File: src/rtl/hid_report_tx_pkg.sv
`default_nettype none
// ============================================================================
// Module : hid_pkg
// Description :
//   Shared definitions for the Bluetooth HID link (receiver and the
//   hid_report_tx return path): sync byte, frame length, report field
//   widths, serializer state encodings and the checksum helper.
//   Configuration macro: HID_REPORT_CHECKSUM_EN appends a checksum byte,
//   making each frame 5 bytes instead of 4.
// Revision : 1.0  initial release
// ============================================================================
package hid_pkg;

    localparam logic [7:0] HID_SYNC_BYTE = 8'hA5;

`ifdef HID_REPORT_CHECKSUM_EN
    localparam int HID_FRAME_BYTES = 5;
`else
    localparam int HID_FRAME_BYTES = 4;
`endif

    localparam int CMD_W   = 3;
    localparam int COORD_W = 6;

    typedef enum logic [1:0] {
        ST_IDLE  = 2'd0,
        ST_START = 2'd1,
        ST_DATA  = 2'd2,
        ST_STOP  = 2'd3
    } tx_state_t;

    // Checksum byte is the XOR of the three payload bytes (sync excluded).
    function automatic logic [7:0] hid_checksum(input logic [7:0] b1,
                                                input logic [7:0] b2,
                                                input logic [7:0] b3);
        return b1 ^ b2 ^ b3;
    endfunction

endpackage
`default_nettype wire

File: src/rtl/hid_report_tx_if.sv
`default_nettype none
// ============================================================================
// Module : hid_report_tx_if
// Description :
//   Report handshake bundle between the paint core (master) and
//   hid_report_tx (slave).
//   report_valid/report_ready : valid/ready handshake, fires on valid&&ready
//   report_cmd/x/y            : paint command and cursor coordinates
// Revision : 1.0  initial release
// ============================================================================
interface hid_report_tx_if;
    import hid_pkg::*;

    logic               report_valid;
    logic               report_ready;
    logic [CMD_W-1:0]   report_cmd;
    logic [COORD_W-1:0] report_x;
    logic [COORD_W-1:0] report_y;

    modport master (
        output report_valid, report_cmd, report_x, report_y,
        input  report_ready
    );

    modport slave (
        input  report_valid, report_cmd, report_x, report_y,
        output report_ready
    );
endinterface
`default_nettype wire

File: src/rtl/hid_report_tx_uart.sv
`default_nettype none
// ============================================================================
// Module : uart_tx_byte
// Description :
//   8N1 byte serializer, LSB first, each bit CLKS_PER_BIT clocks.
//   A byte offered while the stop bit of the previous one ends is taken on
//   that same edge, so consecutive bytes follow with no idle gap.
//   Ports: clk, rstn (sync, active-low), byte_valid/byte_data/byte_ready
//   byte handshake, tx registered serial out (idle high), byte_done strobe
//   during the last cycle of a stop bit.
// Revision : 1.0  initial release
// ============================================================================
module uart_tx_byte
    import hid_pkg::*;
#(
    parameter int CLKS_PER_BIT = 2604
) (
    input  logic       clk,
    input  logic       rstn,
    input  logic       byte_valid,
    input  logic [7:0] byte_data,
    output logic       byte_ready,
    output logic       tx,
    output logic       byte_done
);
    localparam int                 TIMER_W = $clog2(CLKS_PER_BIT) + 1;
    localparam logic [TIMER_W-1:0] C_TERM  = TIMER_W'(CLKS_PER_BIT - 1);

    tx_state_t          r_state,   w_state_nxt;
    logic [TIMER_W-1:0] r_timer,   w_timer_nxt;
    logic [2:0]         r_bit_idx, w_bit_idx_nxt;
    logic [7:0]         r_shift,   w_shift_nxt;
    logic               r_tx,      w_tx_nxt;
    logic               w_term;
    logic               w_load;

    assign w_term     = (r_timer == C_TERM);
    assign byte_done  = (r_state == ST_STOP) && w_term;
    assign byte_ready = (r_state == ST_IDLE) || byte_done;
    assign w_load     = byte_valid && byte_ready;
    assign tx         = r_tx;

    always_comb begin
        w_state_nxt   = r_state;
        w_bit_idx_nxt = r_bit_idx;
        w_shift_nxt   = r_shift;
        w_tx_nxt      = r_tx;
        // Timer idles at 0 and restarts on every bit boundary.
        w_timer_nxt   = (r_state == ST_IDLE || w_term) ? '0 : r_timer + TIMER_W'(1);

        case (r_state)
            ST_IDLE: begin
                if (w_load) begin
                    w_state_nxt = ST_START;
                    w_shift_nxt = byte_data;
                    w_tx_nxt    = 1'b0;
                end
            end
            ST_START: begin
                if (w_term) begin
                    w_state_nxt   = ST_DATA;
                    w_bit_idx_nxt = 3'd0;
                    w_tx_nxt      = r_shift[0];
                end
            end
            ST_DATA: begin
                if (w_term) begin
                    if (r_bit_idx == 3'd7) begin
                        w_state_nxt = ST_STOP;
                        w_tx_nxt    = 1'b1;
                    end else begin
                        w_bit_idx_nxt = r_bit_idx + 3'd1;
                        w_shift_nxt   = {1'b0, r_shift[7:1]};
                        w_tx_nxt      = r_shift[1];
                    end
                end
            end
            ST_STOP: begin
                if (w_term) begin
                    if (w_load) begin
                        w_state_nxt = ST_START;
                        w_shift_nxt = byte_data;
                        w_tx_nxt    = 1'b0;
                    end else begin
                        w_state_nxt = ST_IDLE;
                        w_tx_nxt    = 1'b1;
                    end
                end
            end
            default: begin
                w_state_nxt = ST_IDLE;
                w_tx_nxt    = 1'b1;
            end
        endcase
    end

    always_ff @(posedge clk) begin
        if (!rstn) begin
            r_state   <= ST_IDLE;
            r_timer   <= '0;
            r_bit_idx <= 3'd0;
            r_shift   <= 8'd0;
            r_tx      <= 1'b1;
        end else begin
            r_state   <= w_state_nxt;
            r_timer   <= w_timer_nxt;
            r_bit_idx <= w_bit_idx_nxt;
            r_shift   <= w_shift_nxt;
            r_tx      <= w_tx_nxt;
        end
    end
endmodule
`default_nettype wire

File: src/rtl/hid_report_tx.sv
`default_nettype none
// ============================================================================
// Module : hid_report_tx
// Description :
//   Serializes paint reports {cmd,x,y} into UART frames A5,cmd,x,y[,csum]
//   on tx_pin (8N1, LSB first) for the phone app.
//   Configuration macro: HID_REPORT_CHECKSUM_EN adds B4 = B1^B2^B3.
//   Ports: clk, rstn (sync, active-low), rpt (report handshake, slave),
//   tx_pin (idle high), busy (frame in flight), frame_done (1-cycle pulse
//   when the last stop bit ends).
// Revision : 1.0  initial release
// ============================================================================
module hid_report_tx
    import hid_pkg::*;
#(
    parameter int CLKS_PER_BIT = 2604
) (
    input  logic           clk,
    input  logic           rstn,
    hid_report_tx_if.slave rpt,
    output logic           tx_pin,
    output logic           busy,
    output logic           frame_done
);
    localparam logic [2:0] C_LAST_IDX = 3'(HID_FRAME_BYTES - 1);

    logic               r_busy;
    logic               r_frame_done;
    logic [2:0]         r_byte_idx;
    logic [CMD_W-1:0]   r_cmd;
    logic [COORD_W-1:0] r_x;
    logic [COORD_W-1:0] r_y;

    logic       w_accept;
    logic       w_last;
    logic [2:0] w_next_idx;
    logic [7:0] w_byte_data;
    logic       w_byte_valid;
    logic       w_byte_ready;
    logic       w_byte_done;

    assign w_accept   = rpt.report_valid && !r_busy;
    assign w_last     = (r_byte_idx == C_LAST_IDX);
    // Byte handed to the serializer: the sync byte when starting a frame,
    // otherwise the one after the byte currently on the line.
    assign w_next_idx = r_busy ? r_byte_idx + 3'd1 : 3'd0;
    // When idle the serializer is idle too, so an accepted report starts
    // the sync byte on the same edge (tx_pin low from the accept edge).
    assign w_byte_valid = r_busy ? !w_last : rpt.report_valid;

    always_comb begin
        w_byte_data = HID_SYNC_BYTE;
        case (w_next_idx)
            3'd1:    w_byte_data = 8'(r_cmd);
            3'd2:    w_byte_data = 8'(r_x);
            3'd3:    w_byte_data = 8'(r_y);
`ifdef HID_REPORT_CHECKSUM_EN
            3'd4:    w_byte_data = hid_checksum(8'(r_cmd), 8'(r_x), 8'(r_y));
`endif
            default: w_byte_data = HID_SYNC_BYTE;
        endcase
    end

    uart_tx_byte #(
        .CLKS_PER_BIT (CLKS_PER_BIT)
    ) u_uart_tx_byte (
        .clk        (clk),
        .rstn       (rstn),
        .byte_valid (w_byte_valid),
        .byte_data  (w_byte_data),
        .byte_ready (w_byte_ready),
        .tx         (tx_pin),
        .byte_done  (w_byte_done)
    );

    always_ff @(posedge clk) begin
        if (!rstn) begin
            r_busy       <= 1'b0;
            r_frame_done <= 1'b0;
            r_byte_idx   <= 3'd0;
            r_cmd        <= '0;
            r_x          <= '0;
            r_y          <= '0;
        end else begin
            r_frame_done <= 1'b0;
            if (w_accept) begin
                r_busy     <= 1'b1;
                r_byte_idx <= 3'd0;
                r_cmd      <= rpt.report_cmd;
                r_x        <= rpt.report_x;
                r_y        <= rpt.report_y;
            end else if (r_busy) begin
                if (w_byte_valid && w_byte_ready) begin
                    r_byte_idx <= r_byte_idx + 3'd1;
                end
                if (w_byte_done && w_last) begin
                    r_busy       <= 1'b0;
                    r_frame_done <= 1'b1;
                end
            end
        end
    end

    assign rpt.report_ready = !r_busy;
    assign busy             = r_busy;
    assign frame_done       = r_frame_done;
endmodule
`default_nettype wire

File: src/flat_wrapper.sv
// flat-port wrapper written by rule: the top's interface ports become plain ports
module hid_report_tx_flat import hid_pkg::*;
#(
    parameter int CLKS_PER_BIT = 2604
)
  (clk, rstn, tx_pin, busy, frame_done, rpt_report_valid, rpt_report_cmd, rpt_report_x, rpt_report_y, rpt_report_ready);
  hid_report_tx_if rpt_i ();
  input  logic clk;
  input  logic rstn;
  output logic tx_pin;
  output logic busy;
  output logic frame_done;
  input wire logic [$bits(rpt_i.report_valid)-1:0] rpt_report_valid;
  input wire logic [$bits(rpt_i.report_cmd)-1:0] rpt_report_cmd;
  input wire logic [$bits(rpt_i.report_x)-1:0] rpt_report_x;
  input wire logic [$bits(rpt_i.report_y)-1:0] rpt_report_y;
  output wire logic [$bits(rpt_i.report_ready)-1:0] rpt_report_ready;
  assign rpt_i.report_valid = rpt_report_valid;
  assign rpt_i.report_cmd = rpt_report_cmd;
  assign rpt_i.report_x = rpt_report_x;
  assign rpt_i.report_y = rpt_report_y;
  assign rpt_report_ready = rpt_i.report_ready;
  hid_report_tx #(.CLKS_PER_BIT(CLKS_PER_BIT)) u_core (.clk(clk), .rstn(rstn), .rpt(rpt_i), .tx_pin(tx_pin), .busy(busy), .frame_done(frame_done));
endmodule
File: config.mk
export PLATFORM = sky130hd
export DESIGN_NAME = hid_report_tx_flat
export DESIGN_NICKNAME = d
export VERILOG_FILES = /design/src/rtl/hid_report_tx_pkg.sv /design/src/rtl/hid_report_tx_if.sv /design/src/rtl/hid_report_tx_uart.sv /design/src/rtl/hid_report_tx.sv /design/src/flat_wrapper.sv
export SDC_FILE = /design/constraint.sdc
export NUM_CORES = 1
export LEC_CHECK = 0
export CORE_MARGIN = 2
export CORE_UTILIZATION = 30
export DETAILED_ROUTE_END_ITERATION = 12
export PLACE_DENSITY_LB_ADDON = 0.12
export SLEW_MARGIN = 25
export SYNTH_ARGS = -nofsm -noshare
export SYNTH_HDL_FRONTEND = slang
export SYNTH_HIERARCHICAL = 1
export SYNTH_SLANG_ARGS = --single-unit
File: constraint.sdc
create_clock -name clk -period 5.5 [get_ports clk]
set_clock_uncertainty 0.2 [all_clocks]
set_input_delay 0.825 -clock clk [delete_from_list [all_inputs] [get_ports clk]]
set_output_delay 0.825 -clock clk [all_outputs]
set_load 0.02 [all_outputs]
==> After elaboration in Yosys (flattened, before gate mapping) <==
Cells that the tools add are included.
W data, S select, Z words.
{ "word_totals": {"reg_bits": 47, "latch_bits": 0, "mem_bits_rw": 0, "rom_bits": 0, "output_inout_bits": 4, "word_cells": 80, "n_memories": 0} }
{ "classes": {"addsub": 3, "n_mul": 0, "div_mod_pow": 0, "magnitude_cmp": 0, "eq_ne": 15, "n_shift": 0, "muxes": 30, "bitwise": 2, "n_reduce_logical": 19} }
{ "ops": {"columns": ["cell", "count"], "rows": [
  ["$pmux W8 S3", 2],
  ["$mux W8", 4],
  ["$add A13 B1 Y13 const B", 1],
  ["$eq A13 B12 Y1 const B", 1],
  ["$mux W1", 12],
  ["$mux W3", 4],
  ["$ne A2 B2 Y1 const B", 6],
  ["$reduce_and A4 Y1", 3],
  ["$mux W2", 5],
  ["$eq A3 B2 Y1 const B", 3],
  ["$pmux W2 S4", 1],
  ["$add A3 B1 Y3 const B", 2],
  ["$pmux W3 S2", 1],
  ["$reduce_and A5 Y1", 1],
  ["$eq A2 B2 Y1 const B", 2],
  ["$logic_and A1 B1 Y1", 4],
  ["$pmux W1 S4", 1],
  ["$reduce_or A2 Y1", 2],
  ["$eq A3 B1 Y1 const B", 1],
  ["$eq A3 B3 Y1 const B", 1],
  ["$reduce_bool A3 Y1", 1],
  ["$reduce_or A3 Y1", 1],
  ["$eq A2 B1 Y1 const B", 1],
  ["$logic_not A1 Y1", 2],
  ["other kinds (5)", 7]
]} }

==> Depth between registers and ports, before layout <==
{ "logic_depth": {"depth_word": 7, "mapped_depth": 9, "mapped_depth_nobuf": 8} }

==> Modules after synthesis <==
Netlist, hierarchy kept.
{ "by_module_without_submodules": {"columns": ["module", "instances", "cells_each", "area_each_um2", "seq_area_each_um2"], "rows": [
  ["uart_tx_byte", 1, 167, 1510.2, 540.5],
  ["hid_report_tx", 1, 85, 852.1, 400.4]
]} }

==> Worst setup path before layout <==
No wires, ideal clock.
{ "synth_timing": {"path_type": "input port to flip-flop", "start": "input port rpt_report_valid", "end": "register u_core.u_uart_tx_byte.r_shift[7]", "setup_ns": 0.117, "arrival_time_ns": 1.955, "t_required_ns": 5.183, "setup_slack_ns": 3.228, "path_stages": 6, "path_buffers": 0, "path_cell_list": "nor2_1 -> a21oi_1 -> and2_1 -> and4_2 -> o221ai_4 -> a32o_1"} }
{ "synth_via": {"elab_chain_cells": 5} }
{ "synth_lines": {"columns": ["element", "line_no", "source"], "rows": [
  ["start: declaration", "flat_wrapper.sv:13", "input wire logic [$bits(rpt_i.report_valid)-1:0] rpt_report_valid;"],
  ["$mux W1 *", "hid_report_tx.sv:49", "assign w_byte_valid = r_busy ? !w_last : rpt.report_valid;"],
  ["net u_core.w_byte_valid", "hid_report_tx.sv:38", "logic w_byte_valid;"],
  ["$logic_and A1 B1 Y1 *", "hid_report_tx_uart.sv:40", "assign w_load = byte_valid && byte_ready;"],
  ["$mux W8 *", null, null],
  ["$mux W8", null, null],
  ["$pmux W8 S3 *", null, null],
  ["end signal: assignment", "hid_report_tx_uart.sv:108", "r_shift <= w_shift_nxt;"],
  ["end: declaration", "hid_report_tx_uart.sv:32", "logic [7:0] r_shift, w_shift_nxt;"]
]} }
Mark *: on every way through the listed nets, which the timed path passes. The rest lies on a longest branch. The select of a mux whose other input is x is not followed.
A chain may end at the register's enable or synchronous reset.

==> Final worst setup path <==
Same ends and word-level chain as after synthesis.

==> summary.md <==
| Metric | Value |
|---|---|
| Fin. Hold Viols | `0` |
| Synth area leader | `dfxtp_1` |
| Fillcell total | `between 800 and 900` |
| Drt pass-1 iters | `4` |
| Syn_area_per_cell | `around 9.4 µm²` |
| Vias per inst | `between 4 and 5` |
| CTS sink cnt | `47` |
| Grt met1 use | `between 10% and 20%` |
| Worst Path Max Fanout | `8` |
| Clk slew on worst S/H paths | `~100 ps` |
| Multi-input logic area | `1290 µm²` |
| RD Place Congestion | `slightly above 0.7` |
| Wire per inst | `12.7 µm` |
| Max clock buf depth | `2` |
| CP Data Required Time | `approximately 5500 ps` |
| PortBufs | `21` |
| CTS resizes | `0` |
| Rows | `32` |
| Asr flop ratio synth | `0%` |
| Drt initial violations | `72` |
| Overflow after GRT | `0` |
| Power, Total | `between 0.9 and 1 mW` |
| CTS tree | `built` |
| Top cells by area, synth | `dfxtp_1 (40%), a22o_1 (5.6%), ha_1 (5.3%), mux2i_1 (4.7%), xnor2_1 (3.7%)` |
| Sequential fraction of the synthesis area | `between 30% and 40%` |
| Initial antenna violation count | `0` |
| Pins Over Slew Limit | `0` |
| Setup TNS | `0 ps` |
| Fin cells | `370` |
| Clock root buffer | `clkbuf_8` |
| Worst-skew pair later-pin latency | `approximately 310 ps` |
| Max H-tree Level | `2` |
| Synthesis-to-finish area growth | `14.7%` |
| Post-detailed-placement half-perimeter wirelength | `3390 µm` |
| Slew headroom | `roughly 49%` |
| # placed instances | `362` |
| CTS Hold Bufs | `0` |
| Initial Util | `30.7%` |
| Top FF cell, synth | `dfxtp_1` |
| Largest net degree at the start of global routing | `24` |
| Tmin final | `2700 ps` |
| DIE HEIGHT | `92.7 µm` |
| N_diodes | `0` |
| Met2 Resource Use GR | `around a fifth` |
| Arr. time, crit path | `2710 ps` |
| Final Instance Area | `2710 µm²` |
| Final worst-path cycle share | `49.1%` |
| Vias in the first global route | `between 1,500 and 2,000` |
| Status | `complete, no violations` |
| Mapped Cells | `around 250` |
| Post-synth EDFFs | `0` |
| Layout cells sized above 1 | `a little over a tenth` |
| Final setup vio count | `0` |
| First-pass GRT wire length | `8450 µm` |
| Syn Std Cell Area | `between 2000 and 2500 µm²` |
| Fmax | `~0.37 GHz` |
| Count of cell types in the netlist | `51` |
| Die area | `8600 µm²` |
| Max-cap viol count | `0` |
| Critical path type | `in2reg` |
| Synthesized Nets | `280` |
| DRC viols | `0` |
| DRT antenna net count | `0` |
| CTS Buf Count | `5` |
| I/O pin cnt | `22` |
| Synthesized flop and latch total | `47` |
| Final nets | `just under 300` |
| Synth top cells by count | `dfxtp_1 (47), nor2_1 (22), nand2_1 (18)` |
| Worst Tran Pin Value | `between 700 and 800 ps` |
| Met3 Usage GRT | `under 10%` |
| Core Region | `between 7000 and 8000 µm²` |
| Leakage | `0.978 nW` |
| Share of the synthesized area in the top cell type | `about 40%` |
| Min-delay worst type | `reg2reg` |
| Most crowded layer after global routing | `met2` |
| PD cells | `368 nW/µm²` |
| Die W | `just over 90 µm` |
| Dpl cell area | `~2600 µm²` |
| RSZ-0062 raised after global routing | `false` |
| Post-CTS Setup Bufs | `0` |
| Via count | `between 1,500 and 2,000` |
| Storage element area | `about 940 µm²` |
| Setup crit start kind | `input pin` |
| Top-count cell post-synth | `dfxtp_1` |
| Peak VDD IR | `~0.13 mV` |
| Yosys warnings | `6` |
| GRT Total Usage | `between 10% and 20%` |
| Nature of the critical path endpoint | `register` |
| Post-Route WL | `around 4700 µm` |
[kinds of logic after synthesis]
| family | Yosys count | synth area share [%] |
|---|---|---|
| flops | 47 | 39.8 |
| simple gates | 91 | 22.1 |
| mux | 13 | 5.61 |
| compound gates | 53 | 17.1 |
| fa+ha+maj | 10 | 5.30 |
| xor+xnor | 12 | 4.45 |
| other cells | 1 | 0.159 |
| buf+inv | 25 | 5.51 |
[power breakdown]
group          total, mW  internal [mW]  switching (mW)
registers          0.415          0.383          0.0320
clock network      0.229         0.0947           0.134
logic              0.354          0.162           0.192
total              0.999          0.640           0.359
[metal layers]
| metal | share of wire [%] | vias to the layer above |
|---|---|---|
| li1 | - | 928 |
| met1 | 52 | 823 |
| met2 | 43 | 23 |
| met3 | 3.3 | 8 |
| met4 | 1.9 | 0 |
| met5 | 0 | - |
[sequential cells by signal, summed over array words and instances, names as in the netlist]
signal	count
u_core/u_uart_tx_byte/r_bit_idx	3
u_core/u_uart_tx_byte/r_state	2
u_core/r_cmd	3
u_core/u_uart_tx_byte/tx	1
u_core/u_uart_tx_byte/r_timer	13
u_core/r_x	6
u_core/u_uart_tx_byte/r_shift	8
u_core/frame_done	1
u_core/r_byte_idx	3
u_core/r_y	6
u_core/busy	1
[metrics by stage]
step | util, % | hold slack [ps] | setup slack [ps]
6_report | 35.3 | 261 | 2800
5_1_grt | 35.3 | 297 | 2630
4_1_cts | 35.3 | 266 | 2790
3_5_place_dp | 34.0 | 252 | 2460
3_3_place_gp | 34.0 | 248 | 2470
2_1_floorplan | - | 229 | 3230
[final timing paths]
kind / from / endpoint / slack, ps / cells after the start
min reg2reg: u_core/u_uart_tx_byte/r_bit_idx[1]$_SDFFE_PN0P_ / u_core/u_uart_tx_byte/r_bit_idx[1]$_SDFFE_PN0P_ / 260 / 2
max: rpt_report_valid / u_core/u_uart_tx_byte/r_shift[7]$_SDFFE_PN0P_ / 2800 / 7
max reg2reg: u_core/r_byte_idx[0]$_SDFFE_PP0P_ / u_core/u_uart_tx_byte/r_shift[7]$_SDFFE_PN0P_ / 2910 / 7
min: u_core/u_uart_tx_byte/r_bit_idx[1]$_SDFFE_PN0P_ / u_core/u_uart_tx_byte/r_bit_idx[1]$_SDFFE_PN0P_ / 260 / 2
[final cells by class]
| cell class | count | share of cell area, % |
|---|---|---|
| Timing Repair Buffer | 21 | 7.76 |
| Sequential cell | 47 | 34.7 |
| Clock buffer | 5 | 2.54 |
| Clock inverter | 3 | 0.970 |
| Inverter | 12 | 1.66 |
| Multi-Input combinational cell | 180 | 47.6 |
| Tap cell | 102 | 4.71 |
[placed cells by master (no fill, tap or decap), types with 2 or more instances in the layout]
master / instances
nand2b_1: 2
nor3_1: 6
inv_6: 3
nand3_1: 6
o22ai_1: 2
mux2i_1: 11
xor2_1: 2
nand2_1: 18
a21oi_1: 7
a22o_1: 15
clkdlybuf4s50_1: 21
and4_1: 2
or2_2: 7
inv_1: 12
a31oi_1: 2
o211ai_1: 7
and2_1: 4
xnor2_1: 10
ha_1: 10
clkbuf_8: 5
nand4_1: 4
and3_1: 2
nor2_1: 22
nor4_1: 3
o21ai_0: 9
o21a_1: 2
mux2_2: 2
dfxtp_1: 47
nor2b_1: 3
[critical path, stage by stage]
cell and delay (ps):
clkdlybuf4s50_1 510, nor2_1 50, a21oi_1 370, and2_1 210, and4_2 270, o221ai_4 190
a32o_1 270
Note: power is estimated with default switching activity, not from simulation.
==> variant 1 (config.mk and constraints unchanged) <==
`CLKS_PER_BIT` is set to 2604 in 3 places; all go to 10416.
--- a/src/rtl/hid_report_tx_uart.sv
+++ b/src/rtl/hid_report_tx_uart.sv
@@ -13,7 +13,7 @@
 module uart_tx_byte
     import hid_pkg::*;
 #(
-    parameter int CLKS_PER_BIT = 2604
+    parameter int CLKS_PER_BIT = 10416
 ) (
     input  logic       clk,
     input  logic       rstn,
--- a/src/rtl/hid_report_tx.sv
+++ b/src/rtl/hid_report_tx.sv
@@ -13,7 +13,7 @@
 module hid_report_tx
     import hid_pkg::*;
 #(
-    parameter int CLKS_PER_BIT = 2604
+    parameter int CLKS_PER_BIT = 10416
 ) (
     input  logic           clk,
     input  logic           rstn,
--- a/src/flat_wrapper.sv
+++ b/src/flat_wrapper.sv
@@ -1,7 +1,7 @@
 // flat-port wrapper written by rule: the top's interface ports become plain ports
 module hid_report_tx_flat import hid_pkg::*;
 #(
-    parameter int CLKS_PER_BIT = 2604
+    parameter int CLKS_PER_BIT = 10416
 )
   (clk, rstn, tx_pin, busy, frame_done, rpt_report_valid, rpt_report_cmd, rpt_report_x, rpt_report_y, rpt_report_ready);
   hid_report_tx_if rpt_i ();
Behaviour: same outputs for any inputs over 10 cycles, from zero or initial values and one cycle with rstn low; that may be too few to reach the edited logic, so the function may still have changed.
==> variant 1 against the unedited design <==
Sequential cell count up 2. Count of clock-buffer cells in the layout rose by 2. Cell area shrank 0.42%. Synthesized cell count is 1.6% higher. Fmax fell by 9.7%. Die area about the same. Routed wire length is 0.53% lower. Power down 4.6%. Hold slack better by 1.9 ps. Setup slack got worse by 290 ps. Area after synthesis is 0.11% lower. Via count down 1.7%. Non-clock buffer count increased by 1. Largest cell class unchanged.
==> variant 1: results (changes against the unedited design) <==
largest net degree at the start of global routing 31 (+29%); Sw Share 34.0% (-1.9 points); Worst Reg-to-Reg Cells 5 (-2); Clk pwr share 21.8% (-1.1 points); Setup Buffers After CTS 0 (unchanged); vias per cell 4.68 (-2.8%); sequential fraction of the synthesis area 41.6% (+1.7 points); status complete, no violations; Slew headroom 59.6% (+10 points); crit-path max FO 8 (unchanged); met3 wire len 123 µm (-22%); worst setup path endpoint u_core/u_uart_tx_byte/r_shift[7]$_SDFFE_PN0P_; Reg-to-Reg Start u_core/u_uart_tx_byte/r_timer[14]$_SDFF_PP0_; Setup CP Type reg -> reg; Int Power 628 µW (-1.8%); Final #Nets 299 (+1.4%); Post-Syn Nets 284 (+1.4%); WHS Endpoint u_core/u_uart_tx_byte/r_bit_idx[2]$_SDFFE_PN0P_; Final Hold Slack 263 ps (+1.93 ps); CP max-delay cell or4_1; leakage 0.00102 µW (+4.3%); initial antenna violation count 0 (unchanged); Yosys cell types 46 (-9.8%); CTS Buf Count 5 (unchanged); Final Critical Period 2990 ps (+290 ps); DR iter-0 viols 39 (-46%); dpl ws 2270 ps (-195 ps); critical path's top delay family simple AND/OR/NAND/NOR gates; Hold Crit Depth 2 (unchanged); # port buffers 21 (unchanged); via count 1751 (-1.7%); leading registers by flop count u_core/u_uart_tx_byte/r_timer: 15 flops, u_core/u_uart_tx_byte/r_shift: 8 flops; synthesized instance count 256 (+1.6%); Hold Path Origin u_core/u_uart_tx_byte/r_bit_idx[2]$_SDFFE_PN0P_; Final GP Congestion 0.741 (+5.2%); share of post-route cells with drive strength above 1 8.09% (-2.4 points); Reg2Reg Setup Slack 2510 ps (-400 ps); Seq pwr share 44.4% (+2.8 points); Met2 Wirelength 1970 µm (-3.1%); Max VDD drop 106 µV (-20%); crit path DAT 2980 ps (+270 ps); H-tree depth reported by CTS 2 (unchanged); clock latency on the worst-skew pair 290 ps (-20 ps); vias in the first global route 1652 (-6.2%); maximum clock path buffer count 2 (unchanged); placed cell count 366 (+1.1%); DP HPWL 3320 µm (-2.0%); Synth warnings 6 (unchanged); max layer used met4; Total GRT Usage 11.3% (-0.96 points); largest cells by area after synthesis dfxtp_1 (42%), a22o_1 (5.6%), ha_1 (5.3%); slowest stage delay, CP 670 ps (+160 ps); wl on met1 2560 µm (+5.1%); first-pass GRT wire length 7830 µm (-7.3%); final wirelength 4690 µm (-0.53%); Synth top cells by count dfxtp_1 (49), nand2_1 (28), nor2_1 (28)
## variant 1: cell count changes in the layout (fill, tap and decap cells not counted), moves of 5 or more
cell      before  now
nor2_1        22   28
o211ai_1       7    1
or2_2          7    2
nand2_1       18   28
xor2_1         2    8
mux2_2         2    9
## variant 1: routing by layer
layer  up-vias  global-route usage [%]
met1       806                    15.9
met4         0                    3.80
met2        13                    16.7
met3         2                    2.77
met5         -                       0
li1        930                       -
## variant 1: layout make-up
type / instances / area, µm²
clock buffer: 7 / 76.3
clock inverter: 1 / 7.51
fill: 815 / 4990
inverter: 8 / 30.0
multi-input combinational: 185 / 1260
sequential: 49 / 981
tap: 102 / 128
timing repair buffer: 22 / 218
## variant 1: cells by family after synthesis
logic type               count (synthesis)  share of synthesized area (%)
AO/OA/AOI/OAI                           45                           14.1
adder cells (fa/ha/maj)                 10                           5.30
flip-flops                              49                           41.6
AND/OR/NAND/NOR                         95                           19.7
buffers and inverters                   22                           5.09
XOR/XNOR                                14                           5.20
other                                    1                          0.159
multiplexers                            20                           8.96
==> variant 2 (same flow settings) <==
Made on the original files. Re-encode `tx_state_t` (4 states) as Gray code, 2 bits wide.
--- a/src/rtl/hid_report_tx_pkg.sv
+++ b/src/rtl/hid_report_tx_pkg.sv
@@ -23,10 +23,10 @@
     localparam int COORD_W = 6;
 
     typedef enum logic [1:0] {
-        ST_IDLE  = 2'd0,
-        ST_START = 2'd1,
-        ST_DATA  = 2'd2,
-        ST_STOP  = 2'd3
+        ST_IDLE  = 2'b00,
+        ST_START = 2'b01,
+        ST_DATA  = 2'b11,
+        ST_STOP  = 2'b10
     } tx_state_t;
 
     // Checksum byte is the XOR of the three payload bytes (sync excluded).
Formal check against the unedited RTL: same outputs for any inputs over 10 cycles, from zero or initial values and one cycle with rstn low; not proved beyond that.
==> variant 2 against the unedited design <==
Core utilization rose by 0.64 points. Setup slack better by 90 ps. Cell area fell by 2.9%. Sequential cell count unchanged. Area after synthesis down 2.6%. Routed wire length fell by 2.8%. First-iteration DRC count is 38% lower. Global-route usage decreased by 0.46 points. Via count fell by 4.0%. Critical endpoint is now u_core/r_y[5]$_SDFFE_PN0P_. Highest routed layer unchanged.
Power is not compared: it rests on default switching activity, and its combinational part moved more than twofold at a synthesized area within 25%.
==> variant 2: results (changes against the unedited design) <==
largest cells by area after synthesis dfxtp_1 (41%), a22o_1 (5.7%), mux2i_1 (4.8%); Max VDD drop 85.2 µV; critical path's top delay family buffers and inverters; synthesized instance count 239 (-5.2%); sequential fraction of the synthesis area 40.9% (+1.1 points); final std cells w/o fill 352 (-4.9%); via count 1711 (-4.0%); status complete, no violations; diode count 0 (unchanged); CP Launch Point rstn; Reg2Reg Setup Slack 3020 ps (+110 ps); Reg-to-Reg Start u_core/r_byte_idx[0]$_SDFFE_PP0P_; initial antenna violation count 0 (unchanged); maximum clock path buffer count 2 (unchanged); Post-Syn Nets 262 (-6.4%); Slew headroom 47.8% (-1.6 points); largest net degree at the start of global routing 23 (-4.2%); DP HPWL 3240 µm (-4.2%); Final #Nets 275 (-6.8%); clock latency on the worst-skew pair 310 ps (about the same); # port buffers 21 (unchanged); H-tree depth reported by CTS 2 (unchanged); placed cell count 344 (-5.0%); share of post-route cells with drive strength above 1 9.88% (-0.57 points); met3 wire len 123 µm (-22%); Met2 Wirelength 1920 µm (-5.4%); Final GP Congestion 0.727 (+3.3%); Setup Buffers After CTS 0 (unchanged); asr flop ratio synth 0% (unchanged); DR iter-0 viols 45 (-38%); Avg WL per Cell 13.0 µm (+2.1%); crit path DAT 2650 ps (-60 ps); wl on met1 2450 µm (+0.74%); crit-path max FO 22 (+14); first-pass GRT wire length 7890 µm (-6.7%); Hold Path Origin u_core/u_uart_tx_byte/r_bit_idx[1]$_SDFFE_PN0P_; slowest stage delay, CP 980 ps (+470 ps); vias in the first global route 1601 (-9.1%); Synth top cells by count dfxtp_1 (47), nor2_1 (25), a22o_1 (15), nand2_1 (15), o21ai_0 (12); Total GRT Usage 11.8% (-0.46 points)
==> variant 2: changes by cell type in the layout (fill, tap and decap cells not counted), sizes merged, moves of 4 or more <==
cell and delta:
ha -5, o211ai -6, o21ai +7, or2 -7
inv -9, o311a +6, nand3 +4
==> variant 2: cell type report <==
type	count	area, µm²
multi-input cells	171	1220
repair buffers	21	210
clock inverters	3	43.8
flip-flops and latches	47	941
well taps	99	124
clock buffers	5	68.8
fillers	750	4700
inverters	6	22.5
==> variant 2: power by group <==
group          switching [µW]  internal, µW
Sequential               12.0           356
Clock                     124           136
Combinational            32.8          37.5
==> variant 2: routing by layer <==
metal / up-vias / global-route usage, %
li1: 899 / -
met1: 791 / 17.4
met2: 13 / 16.0
met3: 8 / 2.82
met4: 0 / 4.92
met5: - / 0
==> variant 2: cell families after synthesis <==
kind of cell	share of synthesized area (%)
AOI/OAI and AO/OA	17.2
xor gates and xnor gates	4.57
adders and majority gates	2.72
buffers and inverters	5.98
DFF	40.9
muxes	5.77
other	0.163
and+or+nand+nor	22.7
==> variant 2: stage by stage <==
| step | setup WS (ps) | hold WS [ps] | instance area (µm²) | utilization [%] | total power (µW) |
|---|---|---|---|---|---|
| after floorplan | 3320 | 230 | 2300 | - | 424 |
| after global placement | 2550 | 246 | 2520 | 34.4 | 447 |
| after detailed placement | 2570 | 248 | 2520 | 34.4 | 447 |
| after CTS | 2870 | 263 | 2630 | 35.9 | 707 |
| after global routing | 2700 | 286 | 2630 | 35.9 | 734 |
| final | 2890 | 259 | 2630 | 35.9 | 698 |
==> variant 2: worst paths after layout <==
| kind | to | depth (start not counted) |
|---|---|---|
| setup / recovery | u_core/r_y[5]$_SDFFE_PN0P_ | 3 |
| hold / removal | u_core/u_uart_tx_byte/r_bit_idx[1]$_SDFFE_PN0P_ | 2 |
| setup reg to reg | u_core/u_uart_tx_byte/r_shift[4]$_SDFFE_PN0P_ | 7 |
| hold reg to reg | u_core/u_uart_tx_byte/r_bit_idx[1]$_SDFFE_PN0P_ | 2 |
==> variant 2: worst reg2reg max path: cells and delay by family, from the launching register on <==
| family | cells | cell delay, ps |
|---|---|---|
| AOI/OAI and AO/OA | 4 | 1000 |
| adders and majority gates | 2 | 490 |
| DFF | 1 | 450 |
| and+or+nand+nor | 1 | 210 |
